<file path="src/rtl/uart_pkg.sv">
// Shared UART definitions: receiver/transmitter state encodings and bit-period helper.
// Consumers may be built with UART_RX_PARITY_EN to select 8E1 framing.
package uart_pkg;

    typedef enum logic [2:0] {
        IDLE,
        START,
        DATA,
        PARITY,
        STOP,
        RECOVER
    } rx_state_e;

    typedef enum logic [2:0] {
        TX_IDLE,
        TX_START,
        TX_DATA,
        TX_PARITY,
        TX_STOP
    } tx_state_e;

    // Clocks per line bit; both directions must agree on this value.
    function automatic int calc_scale(input int clk_mhz, input int boadrate);
        return (clk_mhz * 1000 * 1000) / boadrate;
    endfunction

endpackage

</file>
<file path="src/rtl/uart_rx_sync.sv">
// Two-flop synchronizer for the asynchronous rx line; reset value is a parameter.
module uart_rx_sync #(
    parameter logic RST_VAL = 1'b1
) (
    input  logic clk,
    input  logic rst,
    input  logic d,
    output logic q
);

    logic meta_q;
    logic sync_q;

    // NOTE: sequential state always uses non-blocking (<=) so every flop samples pre-edge values.
    always_ff @(posedge clk) begin
        if (rst) begin
            meta_q <= RST_VAL;
            sync_q <= RST_VAL;
        end else begin
            meta_q <= d;
            sync_q <= meta_q;
        end
    end

    assign q = sync_q;

endmodule

</file>
<file path="src/rtl/uart_rx_reader.sv">
// UART receiver with a one-entry valid/ready output register, frame and overrun flags.
// Define UART_RX_PARITY_EN for 8E1 framing with parity_err reporting; default is 8N1.
module uart_rx_reader
    import uart_pkg::*;
#(
    parameter int clk_mhz  = 50,
    parameter int boadrate = 9600
) (
    input  logic       clk,
    input  logic       rst,
    input  logic       rx,
    output logic       valid,
    output logic [7:0] data,
    input  logic       ready,
    output logic       frame_err,
    output logic       overrun,
    output logic       parity_err
);

    localparam int SCALE = calc_scale(clk_mhz, boadrate);
    localparam int HALF  = SCALE / 2;
    localparam int CNT_W = (SCALE > 1) ? $clog2(SCALE) : 1;
    localparam logic [CNT_W-1:0] CNT_FULL = CNT_W'(SCALE - 1);
    localparam logic [CNT_W-1:0] CNT_HALF = CNT_W'(HALF - 1);

    logic rx_s;

    uart_rx_sync #(.RST_VAL(1'b1)) u_sync (
        .clk (clk),
        .rst (rst),
        .d   (rx),
        .q   (rx_s)
    );

    rx_state_e        state_q, state_d;
    logic [CNT_W-1:0] cnt_q, cnt_d;
    logic [2:0]       idx_q, idx_d;
    logic [7:0]       shift_q, shift_d;
    logic [7:0]       data_q, data_d;
    logic             valid_q, valid_d;
    logic             frame_err_q, frame_err_d;
    logic             overrun_q, overrun_d;
    logic             tick;
    logic             commit;
`ifdef UART_RX_PARITY_EN
    logic             par_bit_q, par_bit_d;
    logic             parity_err_q, parity_err_d;
    logic             parity_ok;

    assign parity_ok = ~^{shift_q, par_bit_q};
`endif

    assign tick = (cnt_q == '0);

    // NOTE: every always_comb output gets a default first, so no path can infer a latch.
    always_comb begin
        state_d     = state_q;
        cnt_d       = (state_q == IDLE || state_q == RECOVER) ? cnt_q : cnt_q - 1'b1;
        idx_d       = idx_q;
        shift_d     = shift_q;
        data_d      = data_q;
        valid_d     = valid_q;
        frame_err_d = 1'b0;
        overrun_d   = 1'b0;
        commit      = 1'b0;
`ifdef UART_RX_PARITY_EN
        par_bit_d    = par_bit_q;
        parity_err_d = 1'b0;
`endif
        case (state_q)
            IDLE: begin
                if (!rx_s) begin
                    cnt_d   = CNT_HALF;
                    state_d = START;
                end
            end
            START: begin
                if (tick) begin
                    if (!rx_s) begin
                        cnt_d   = CNT_FULL;
                        idx_d   = 3'd0;
                        state_d = DATA;
                    end else begin
                        cnt_d   = '0;
                        state_d = IDLE;
                    end
                end
            end
            DATA: begin
                if (tick) begin
                    shift_d[idx_q] = rx_s;
                    cnt_d          = CNT_FULL;
                    if (idx_q == 3'd7) begin
`ifdef UART_RX_PARITY_EN
                        state_d = PARITY;
`else
                        state_d = STOP;
`endif
                    end else begin
                        idx_d = idx_q + 3'd1;
                    end
                end
            end
`ifdef UART_RX_PARITY_EN
            PARITY: begin
                if (tick) begin
                    par_bit_d = rx_s;
                    cnt_d     = CNT_FULL;
                    state_d   = STOP;
                end
            end
`endif
            STOP: begin
                if (tick) begin
                    cnt_d = '0;
`ifdef UART_RX_PARITY_EN
                    parity_err_d = !parity_ok;
`endif
                    if (rx_s) begin
`ifdef UART_RX_PARITY_EN
                        commit = parity_ok;
`else
                        commit = 1'b1;
`endif
                        state_d = IDLE;
                    end else begin
                        frame_err_d = 1'b1;
                        state_d     = RECOVER;
                    end
                end
            end
            RECOVER: begin
                if (rx_s) state_d = IDLE;
            end
            default: state_d = IDLE;
        endcase

        // Single-entry output buffer: a new byte only lands if the old one is gone or leaving.
        if (commit) begin
            if (!valid_q || ready) begin
                data_d  = shift_q;
                valid_d = 1'b1;
            end else begin
                overrun_d = 1'b1;
            end
        end else if (valid_q && ready) begin
            valid_d = 1'b0;
        end
    end

    always_ff @(posedge clk) begin
        if (rst) begin
            state_q     <= IDLE;
            cnt_q       <= '0;
            idx_q       <= '0;
            shift_q     <= '0;
            data_q      <= 8'h00;
            valid_q     <= 1'b0;
            frame_err_q <= 1'b0;
            overrun_q   <= 1'b0;
        end else begin
            state_q     <= state_d;
            cnt_q       <= cnt_d;
            idx_q       <= idx_d;
            shift_q     <= shift_d;
            data_q      <= data_d;
            valid_q     <= valid_d;
            frame_err_q <= frame_err_d;
            overrun_q   <= overrun_d;
        end
    end

`ifdef UART_RX_PARITY_EN
    always_ff @(posedge clk) begin
        if (rst) begin
            par_bit_q    <= 1'b0;
            parity_err_q <= 1'b0;
        end else begin
            par_bit_q    <= par_bit_d;
            parity_err_q <= parity_err_d;
        end
    end

    assign parity_err = parity_err_q;
`else
    assign parity_err = 1'b0;
`endif

    assign valid     = valid_q;
    assign data      = data_q;
    assign frame_err = frame_err_q;
    assign overrun   = overrun_q;

endmodule

</file>
<file path="config.mk">
export PLATFORM = sky130hd
export DESIGN_NAME = uart_rx_reader
export DESIGN_NICKNAME = d
export VERILOG_FILES = /design/src/rtl/uart_pkg.sv /design/src/rtl/uart_rx_sync.sv /design/src/rtl/uart_rx_reader.sv
export SDC_FILE = /design/constraint.sdc
export NUM_CORES = 1
export LEC_CHECK = 0
export ABC_AREA = 1
export BUFFER_PORTS_ARGS = -buffer_cell sky130_fd_sc_hd__buf_2
export CAP_MARGIN = 10
export CORE_MARGIN = 2
export CORE_UTILIZATION = 50
export CTS_CLUSTER_SIZE = 40
export DETAILED_ROUTE_END_ITERATION = 6
export PLACE_DENSITY_LB_ADDON = 0.3
export RECOVER_POWER = 100
export SYNTH_ARGS = -nofsm -noshare
export SYNTH_HDL_FRONTEND = slang
export SYNTH_SLANG_ARGS = --single-unit
</file>
<file path="constraint.sdc">
create_clock -name clk -period 1.9 [get_ports clk]
set_clock_uncertainty 0.05 [all_clocks]
set_input_delay 0.285 -clock clk [delete_from_list [all_inputs] [get_ports clk]]
set_output_delay 0.285 -clock clk [all_outputs]
set_load 0.03 [all_outputs]
</file>
==> qor.yml <==
critical_path:
  slowest_delay_ns: 0.33
  crit_type: "reg -> reg"
  crit_buf_inv: 1
  required_ns: 2.03
  critical-path-top-delay-family: "simple AND/OR/NAND/NOR gates"
  critPathSlowestCell: "dfxtp_1"
  crit_arrival_ns: 1.86
  crit_chain: "inv_1 -> ha_1 -> nand2_4 -> nor2_8 -> nand2_8 -> nor2_2 -> nand2_1 -> o21ai_0 -> nor2_1"
  critPathMaxFanout: 10
  worstSetupEndpointType: "flip-flop"
  cp-start-kind: "flip-flop"
global_routing:
  overflow: 0
  track_usage_pct: 19.0
  grt_max_degree: 20
  grt_pass1_wl_um: 7550
  grt_pass1_vias: 1698
  antenna_found_initial: 0
cells_and_area:
  layoutNonFillerInstCount: 367
  antennaDiodeCount: 0
  fin_util_pct: 57.8
  final_common_cell: "nand2_1"
  area_growth_pct: 9.77
  final_cell_area_um2: 2350
  drive_above_1_share_pct: 14.5
  layout_common_cells: "nand2_1, dfxtp_1, nor2_1, inv_1, a21oi_1"
  fin_nets: 323
logic_synthesis:
  syn_area_per_cell_um2: 7.15
  syn-instance-count: 299
  synth_cell_types: 33
  yosysSeqAreaShare_pct: 37.4
  synth_area_leaders: "dfxtp_1, nand2_1, nor2_1"
  synth_top_cell_area_share_pct: 37.4
  yosys_register_bits: 40
  async_flop_share_pct: 0
  synth_edf_count: 0
  syn_area_um2: 2140
  ys_warn_count: 0
  yosys_most_used_dff: "dfxtp_1"
  syn-num-nets: 306
  synth_top_area_cell: "dfxtp_1"
route:
  vias: 1856
  drt_pass1_iterations: 4
  vias_per_cell: 5.06
  first_iter_violations: 93
  drc: 0
  wire_per_inst_um: 11.6
  final_antenna_net_count: 0
  wl_um: 4250
sta:
  fin_setup_tns_ns: 0
  min_period_ns: 1.72
  final.period_utilization_pct: 90.6
  slew_viol_final: 0
  layout_setup_ws_ns: 0.178
  max_freq_mhz: 581
  worst_pin_slew_ns: 0.839
  slew_headroom_pct: 44.0
  setup-violations-final: 0
  rsz0062_at_grt: "false"
  hold_viol: 0
placed_design:
  dpl_worst_slack_ns: 0.221
  hpwl_um: 3100
  port_buffers: 14
  dp.cells: 359
  dpl_cell_area_um2: 2250
  routabilityCongestion: 0.846
die:
  start_util_pct: 52.7
  coreArea_um2: 4060
  dieArea_um2: 4820
  ios: 16
  rows: 23
  die_x_um: 69.4
  die_y_um: 69.4
run:
  cap_violations: 0
power_and_ir_drop:
  powerDensity_nw_per_um2: 1520
  ir_drop_mv: 0.795
  leakagePower_uw: 0.00104
min_path:
  hp-class: "in -> reg"
clock_network:
  cts_buffers: 5
  cts_hold_buf: 0
  clock_latency_ns: 0.29
  h-tree-depth: 2
  cts.root.buffer_cell: "clkbuf_8"
  cts_tree: "built"
  cts.sinks: 40
  clockBufferDepth: 2
  cts-resized-gates: 0
  cts_setup_buffers: 0
  cts.clk_slew.worst_paths_ns: 0.08
status:
  status: "complete, no violations"
==> final timing paths <==
kind                                     from  slack (ns)       endpoint  cells after the start
worst max-delay path                 cnt_q[0]        0.18     shift_q[0]                      9
worst min-delay path                       rx        0.13  u_sync.meta_q                      2
worst max register to register       cnt_q[0]        0.18     shift_q[0]                      9
worst min register to register  u_sync.meta_q        0.37       u_sync.q                      1
==> metal layers <==
metal	vias to the layer above	GRT usage, %	routed length, µm
li1	986	-	-
met1	830	26.5	2150
met2	34	29.5	1920
met3	6	3.34	143
met4	0	6.97	32
met5	-	0	0
==> report_power, final <==
part	leakage (µW)	switching [µW]	internal [µW]
clock	0.0000614	308	430
sequential	0.000325	126	962
combinational	0.000656	1160	589
==> worst register-to-register path: stages (launching register included) <==
cell and delay, ns:
dfxtp_1 0.33, inv_1 0.09, ha_1 0.24, nand2_4 0.10, nor2_8 0.18, nand2_8 0.10, nor2_2 0.25, nand2_1 0.08
o21ai_0 0.15, nor2_1 0.05
==> area by class of cell <==
class,count,area [µm²]
Timing Repair Buffer,15,62.6
Tap cell,50,62.6
Clock buffer,6,82.6
Inverter,35,131
Clock inverter,2,38.8
Fill cell,401,1710
Sequential cell,40,801
Multi-Input combinational cell,219,1170
==> synth_stat cells (3+ instances only) <==
library cell and count:
xor2_1 6, a21oi_1 26, inv_1 27, o21ai_0 9
clkbuf_1 3, ha_1 3, nor2_1 38, nand2_4 3
dfxtp_1 40, nand3_1 22, nand2_2 5, inv_2 8
nor2_2 6, nand2_1 69, nor2_4 5, nor3_1 6
==> per-stage QoR <==
| stage | hold slack, ns | power [µW] |
|---|---|---|
| 2_1_floorplan | 0.339 | 2570 |
| 3_3_place_gp | 0.342 | 2840 |
| 3_5_place_dp | 0.365 | 2850 |
| 4_1_cts | 0.130 | 3610 |
| 5_1_grt | 0.130 | 3880 |
| 6_report | 0.132 | 3580 |
==> registers in the layout, summed over array words and instances (netlist names) <==
name,count
cnt_q,13
data,8
frame_err,1
idx_q,3
overrun,1
shift_q,8
state_q,3
u_sync.meta_q,1
u_sync.q,1
valid,1
==> cells by family (layout without fill, tap and decap cells) <==
logic type	after synthesis	count (layout)	share of synthesized area [%]
simple gates	166	166	39.6
fa+ha+maj	3	3	1.76
other cells	1	1	0.175
buf+inv	40	58	7.67
xor+xnor	8	8	3.28
compound gates	41	41	10.1
flops	40	40	37.4
Note: power is estimated with default switching activity, not from simulation.
